**config.mk**
```make
export PLATFORM = sky130hd
export DESIGN_NAME = wb_regfile
export DESIGN_NICKNAME = d
export VERILOG_FILES = /design/src/rtl/cpu_pkg.sv /design/src/rtl/regfile_clear_seq.sv /design/src/rtl/wb_regfile.sv
export SDC_FILE = /design/constraint.sdc
export NUM_CORES = 1
export LEC_CHECK = 0
export BUFFER_PORTS_ARGS = -buffer_cell sky130_fd_sc_hd__buf_2
export CAP_MARGIN = 0
export CORE_UTILIZATION = 50
export DETAILED_ROUTE_END_ITERATION = 7
export PLACE_DENSITY_LB_ADDON = 0.2
export SKIP_LAST_GASP = 1
export SYNTH_ARGS = -nofsm -noshare
export SYNTH_HDL_FRONTEND = slang
export SYNTH_SLANG_ARGS = --single-unit
```
**constraint.sdc**
```tcl
create_clock -name clk_i -period 7.59 [get_ports clk_i]
set_clock_uncertainty 0.15 [all_clocks]
set_input_delay 0.759 -clock clk_i [delete_from_list [all_inputs] [get_ports clk_i]]
set_output_delay 0.759 -clock clk_i [all_outputs]
set_load 0.01 [all_outputs]
```
**src/rtl/cpu_pkg.sv**
```systemverilog
// Shared integer-core constants and the register-file sweep state encoding.
// Combinational only: no latency and no backpressure.
package cpu_pkg;

    localparam int XLEN   = 32;
    localparam int REG_AW = 5;
    localparam int NREG   = 2 ** REG_AW;

    localparam logic [REG_AW-1:0] X0_IDX   = '0;
    localparam logic [REG_AW-1:0] LAST_IDX = REG_AW'(NREG - 1);
    localparam logic [REG_AW-1:0] FIRST_IDX = REG_AW'(1);

    typedef enum logic {
        CLEAR = 1'b0,
        READY = 1'b1
    } rf_state_e;

endpackage

```
**src/rtl/regfile_clear_seq.sv**
```systemverilog
// Post-reset sweep sequencer: walks x1..x31 one entry per cycle, then goes READY.
// The sweep takes 31 cycles after reset drops; busy_o is the stall for the whole pipeline.
module regfile_clear_seq
    import cpu_pkg::*;
(
    input  logic              clk_i,
    input  logic              rst_i,
    output logic              busy_o,
    output logic              clear_en_o,
    output logic [REG_AW-1:0] clear_addr_o
);

    rf_state_e         state_q, state_d;
    logic [REG_AW-1:0] idx_q, idx_d;

    always_comb begin
        state_d      = state_q;
        idx_d        = idx_q;
        busy_o       = (state_q == CLEAR);
        clear_en_o   = 1'b0;
        clear_addr_o = idx_q;

        if (state_q == CLEAR) begin
            // While reset is held the index stays parked and nothing is written.
            clear_en_o = !rst_i;
            idx_d      = idx_q + REG_AW'(1);
            if (idx_q == LAST_IDX) begin
                state_d = READY;
            end
        end
    end

    always_ff @(posedge clk_i) begin
        if (rst_i) begin
            state_q <= CLEAR;
            idx_q   <= FIRST_IDX;
        end else begin
            state_q <= state_d;
            idx_q   <= idx_d;
        end
    end

endmodule

```
**src/rtl/wb_regfile.sv**
```systemverilog
// Write-back select plus 32x32 integer register file with a post-reset clear sweep.
// Reads are combinational; commits land on the clock edge; busy_o stalls upstream. Macro REGFILE_BYPASS_EN enables write-first reads.
module wb_regfile
    import cpu_pkg::*;
(
    input  logic              clk_i,
    input  logic              rst_i,
    input  logic              RegWrite_i,
    input  logic              MemtoReg_i,
    input  logic [XLEN-1:0]   ALUResult_i,
    input  logic [XLEN-1:0]   RDdata_i,
    input  logic [REG_AW-1:0] RDaddr_i,
    input  logic [REG_AW-1:0] RS1addr_i,
    input  logic [REG_AW-1:0] RS2addr_i,
    output logic [XLEN-1:0]   RS1data_o,
    output logic [XLEN-1:0]   RS2data_o,
    output logic [XLEN-1:0]   wb_data_o,
    output logic              busy_o,
    output logic [31:0]       retire_cnt_o
);

    logic [XLEN-1:0]   mem_q [NREG];
    logic [31:0]       retire_cnt_q, retire_cnt_d;

    logic              busy;
    logic              clear_en;
    logic [REG_AW-1:0] clear_addr;

    logic              commit_vld;
    logic              wr_en;
    logic [REG_AW-1:0] wr_addr;
    logic [XLEN-1:0]   wr_dat;

    regfile_clear_seq u_clear_seq (
        .clk_i        (clk_i),
        .rst_i        (rst_i),
        .busy_o       (busy),
        .clear_en_o   (clear_en),
        .clear_addr_o (clear_addr)
    );

    assign wb_data_o = MemtoReg_i ? RDdata_i : ALUResult_i;
    assign busy_o    = busy;

    // Writes arriving while busy are protocol violations and are silently dropped.
    assign commit_vld = !busy && !rst_i && RegWrite_i && (RDaddr_i != X0_IDX);

    always_comb begin
        wr_en   = clear_en || commit_vld;
        wr_addr = RDaddr_i;
        wr_dat  = wb_data_o;
        if (clear_en) begin
            wr_addr = clear_addr;
            wr_dat  = '0;
        end
    end

    always_ff @(posedge clk_i) begin
        if (wr_en) begin
            mem_q[wr_addr] <= wr_dat;
        end
    end

    always_comb begin
        retire_cnt_d = retire_cnt_q;
        if (commit_vld) begin
            retire_cnt_d = retire_cnt_q + 32'd1;
        end
    end

    always_ff @(posedge clk_i) begin
        if (rst_i) begin
            retire_cnt_q <= '0;
        end else begin
            retire_cnt_q <= retire_cnt_d;
        end
    end

    assign retire_cnt_o = retire_cnt_q;

    function automatic logic [XLEN-1:0] read_port(input logic [REG_AW-1:0] addr);
        logic [XLEN-1:0] dat;
        dat = mem_q[addr];
        if (busy || addr == X0_IDX) begin
            dat = '0;
        end
`ifdef REGFILE_BYPASS_EN
        else if (RegWrite_i && RDaddr_i != X0_IDX && RDaddr_i == addr) begin
            dat = wb_data_o;
        end
`endif
        return dat;
    endfunction

    assign RS1data_o = read_port(RS1addr_i);
    assign RS2data_o = read_port(RS2addr_i);

endmodule
```
# Yosys cells after proc, flatten, opt, wreduce, memory -nomap -nowiden
# Memories as Yosys holds them, arrays and structs flattened.
# Cells that the tools add are included.
# totals
word_cells	28
ramBits	1024
regBits	38
out_inout_bits	129
memories	1
# memory_table
name	depth	word_bits	read_ports	rd_clocked_by_memory_dff	wr	line_no	text
mem_q	32	32	2	0	1	wb_regfile.sv:22	logic [XLEN-1:0] mem_q [NREG];
# op_classes
bitwise	1
eq_ne	1
addsub	2
reduce_logical	10
mux	10
# ops
cell	count
32-bit two-way mux	4
32-bit by 1-bit adder with 32-bit output, second input constant	1
5-bit zero test	2
5-bit by 1-bit adder with 5-bit output, second input constant	1
5-bit equality test, second input constant	1
1-bit two-way mux	5
5-bit two-way mux	1
5-bit nonzero test	1
1-bit logical AND	3
1-bit logical OR	3
1-bit zero test	1
1-bit inverter	1

# Depth between registers and ports, before layout
# depth
ltp_word	7
mapped_depth	8
depth_no_buf	6

# By module
# A second synthesis with hierarchy kept.
# unflattened
cells_unflattened	2765
area_unflattened_um2	49261.0
# by_module_without_submodules
mod	n_inst	cells_per_inst	seq_area_each_um2	area_each_um2
wb_regfile	1	2739	31390.1	48983.2
regfile_clear_seq	1	26	120.1	277.8

# Least setup slack after synthesis
# No wires, ideal clock.
# synth_timing
kind	in2reg
from	in rst_i
to	mem mem_q[25][0], enable pin
path_slack_ns	3.852
cell_stages	7
arrival_ns	3.167
cell_sequence	buf_2 nor2_1 clkbuf_1 nand3b_1 o21ai_0 nand2_1 nor2_1
# synth_between
elab_chain_cells	7
word_cells_on_any_way	9
# synth_lines
element	line_no	text
from (decl)	wb_regfile.sv:7	input logic rst_i,
1-bit zero test *	regfile_clear_seq.sv:25, wb_regfile.sv:46	
1-bit logical AND (3 in a row)	wb_regfile.sv:46	assign commit_vld = !busy && !rst_i && RegWrite_i && (RDaddr_i != X0_IDX);
1-bit logical OR	wb_regfile.sv:49	wr_en = clear_en || commit_vld;
1-bit two-way mux	wb_regfile.sv:59	if (wr_en) begin
1-bit two-way mux (not written as such)	wb_regfile.sv:60	mem_q[wr_addr] <= wr_dat;
to (decl)	wb_regfile.sv:22	
# Mark *: on every way between the ends. The rest lies on a longest branch, timed or not.

# Final worst setup path
# layout_timing
from	in RS2addr_i[1]
to	out RS2data_o[5]
# layout_between
elab_chain_cells	3
word_cells_on_any_way	4
# layout_lines
element	line_no	text
from (decl)	wb_regfile.sv:14	input logic [REG_AW-1:0] RS2addr_i,
parallel branches: the longest is 2 deep, another holds memory 32 x 32 bit	n/a	
32-bit two-way mux *	wb_regfile.sv:84	if (busy || addr == X0_IDX) begin
to (decl)	wb_regfile.sv:16	output logic [XLEN-1:0] RS2data_o,
# Every way passes the cells marked *.

==> results.json <==
{
  "synthArstFlopShare": 0,
  "top_usage_layer": "met2",
  "cts_made_buffers": 107,
  "first_iter_violations": 4702,
  "routed_via_density": 7.039,
  "synth_edf_count": 1024,
  "critPathLaunchType": "input pin",
  "dp_hpwl_um": 95080,
  "drive_above_1_share": 0.2514,
  "synth_cell_type_count": 49,
  "vias": 32262,
  "hold_class": "reg -> reg",
  "ant_nets": 0,
  "gp_congestion": 0.8670,
  "cts_tree": "done",
  "met2_usage": 0.4978,
  "ir_drop_mv": 0.1800,
  "critPathBufInv": 4,
  "critPathCaptureType": "output port",
  "worst_pin_slew_ps": 1387,
  "final_cell_mix": "edfxtp_1 (1024), mux2i_1 (486), a22oi_1 (319)",
  "cp.arrival_ps": 4440,
  "grt_pass1_vias": 32124,
  "fmax_mhz": 186.9,
  "globalRouteMet3Util": 0.07956,
  "die_h_um": 316.7,
  "cap_viol_max_count": 0,
  "min_period_ps": 5350,
  "synth_seq_area_share": 0.6363,
  "hold_violations": 0,
  "wirelength_um": 165400,
  "nNetsFinal": 3299,
  "clk_pin_slew_ps": 60,
  "syn_to_final_growth_pct": 12.96,
  "gr-total-overflow": 0,
  "io_buffers": 211,
  "worstSkewPairLatency_ps": 690,
  "cts_buffer_depth": 3,
  "crit_family": "buffers and inverters",
  "synthCells": 3037,
  "drcViolationCount": 0,
  "crit_slowest_cell": "nor2b_4",
  "place_ws_ps": 2389,
  "hold_buffers": 0,
  "slowest_delay_ps": 860,
  "p_per_area_nw_per_um2": 230.5,
  "dr.pass1.iters": 6,
  "fin_ws_ps": 2240,
  "required_ps": 6680,
  "rows": 115,
  "grt_pass1_wl_um": 231600,
  "dieArea_um2": 100300,
  "layout_commonest_cell": "edfxtp_1",
  "slew_headroom": 0.07089,
  "crit_chain": "buf_8 > buf_4 > nor2b_4 > buf_4 > a22oi_1 > nand3_1 > nand4_1 > buf_2",
  "rsz0062_at_grt": "no",
  "crit_fanout": 67,
  "cts_num_sinks": 1062,
  "crit_top_cell": "buf_4",
  "setup_viol": 0,
  "crit_type": "in -> out",
  "netlist_area_um2": 49520,
  "io_pins": 212,
  "postCtsSetupRepairBufs": 0,
  "root_buffer": "clkbuf_16",
  "ys_warn_count": 0,
  "routedWlPerCell_um": 36.10,
  "synth_nets": 3123,
  "avgSynthCellArea_um2": 16.31,
  "final.setup.tns_ps": 0,
  "n_fill_cell": 7351,
  "rrSetupSlack_ps": 3560,
  "ys_seq_elements": 1062,
  "slew_violations": 0,
  "htreeDepth": 3,
  "post_cts_resized": 0,
  "grt_max_degree": 111,
  "core_region_area_um2": 98280,
  "die_w_um": 316.7,
  "grtUsageMet1": 0.4598,
  "grt_use_total": 0.3291,
  "min_period_over_period": 0.7049,
  "p_leak_nw": 19.18,
  "synth_ff_type": "edfxtp_1",
  "start_util": 0.5039,
  "status": "complete, no violations",
  "antenna_found_initial": 3
}
-- power breakdown --
| group | internal [mW] | total (mW) | leakage [nW] | switching [mW] |
|---|---|---|---|---|
| logic | 0.332 | 0.932 | 7.78 | 0.600 |
| clock network | 3.12 | 5.41 | 1.72 | 2.29 |
| registers | 6.52 | 6.54 | 9.68 | 0.0271 |
| total | 9.97 | 12.9 | 19.2 | 2.92 |
-- per-stage QoR --
stage	utilization	instance area (µm²)	total power, mW	hold WS, ps	std cells
after floorplan	-	49520	7.248	345.0	3037
after global placement	0.5333	52410	7.553	318.5	4391
after detailed placement	0.5333	52410	7.581	322.1	4391
after CTS	0.5691	55930	12.87	331.9	4581
after global routing	0.5691	55930	13.17	365.7	4581
final	0.5692	55940	12.89	337.4	4583
-- synthesized netlist by cell type, types with 23 or more instances --
library cell	number	area, µm²
edfxtp_1	1024	30750
mux2i_1	486	4865
a22oi_1	319	2395
mux4_2	254	5720
nand3_1	142	710.7
clkbuf_1	125	469.2
buf_2	96	480.5
nor2_1	80	300.3
a21oi_1	77	385.4
nand4_1	73	456.7
nor2b_1	70	437.9
nand2_1	59	221.5
dfxtp_1	38	760.7
a211oi_1	33	247.7
mux2_2	23	259.0
-- flip-flops by register name, summed over array words and instances, names as in the netlist --
signal,flops
u_clear_seq.state_q,1
u_clear_seq.clear_addr_o,5
mem_q,1024
retire_cnt_o,32
-- final cells by class --
cell class | count | area, µm² | share of cell area
Sequential cell | 1062 | 31510 | 0.5633
Timing Repair Buffer | 301 | 1805 | 0.03228
Clock inverter | 63 | 648.1 | 0.01159
Multi-Input combinational cell | 1734 | 17460 | 0.3122
Antenna cell | 2 | 5.005 | 0.00008947
Inverter | 7 | 26.28 | 0.0004697
Tap cell | 1287 | 1610 | 0.02879
Clock buffer | 127 | 2869 | 0.05129
-- worst reg2reg max path, cell delays in order, from the launching register on --
cell	delay, ps
dfxtp_1	340
buf_4	240
nor2_4	130
buf_4	690
mux2i_1	400
nand2_1	300
nor2_4	840
buf_4	560
-- metal layers --
| metal | part of all wire | wire (µm) | vias to the layer above |
|---|---|---|---|
| li1 | - | - | 12893 |
| met5 | 0 | 0 | - |
| met3 | 0.12 | 20010 | 430 |
| met2 | 0.45 | 74990 | 2301 |
| met1 | 0.38 | 63000 | 16638 |
| met4 | 0.045 | 7445 | 0 |
-- final timing paths --
kind | startpoint | endpoint | cells past startpoint
worst min-delay path | retire_cnt_o[30] | retire_cnt_o[30] | 2
worst max-delay path | RS2addr_i[1] | RS2data_o[5] | 8
worst max register to register | u_clear_seq.state_q | mem_q[4][4] | 7
worst min register to register | retire_cnt_o[30] | retire_cnt_o[30] | 2
-- kinds of logic (layout without fill, tap and decap cells) --
| kind of cell | count (synthesis) | count (layout) | share of synthesized area |
|---|---|---|---|
| AOI/OAI and AO/OA | 450 | 450 | 0.06397 |
| xor gates and xnor gates | 24 | 24 | 0.004245 |
| adders and majority gates | 3 | 3 | 0.0007581 |
| buffers and inverters | 241 | 498 | 0.02107 |
| DFF | 1062 | 1062 | 0.6363 |
| muxes | 773 | 773 | 0.2213 |
| other | 0 | 2 | 0 |
| and+or+nand+nor | 484 | 484 | 0.05240 |
Note: power is estimated with default switching activity, not from simulation.
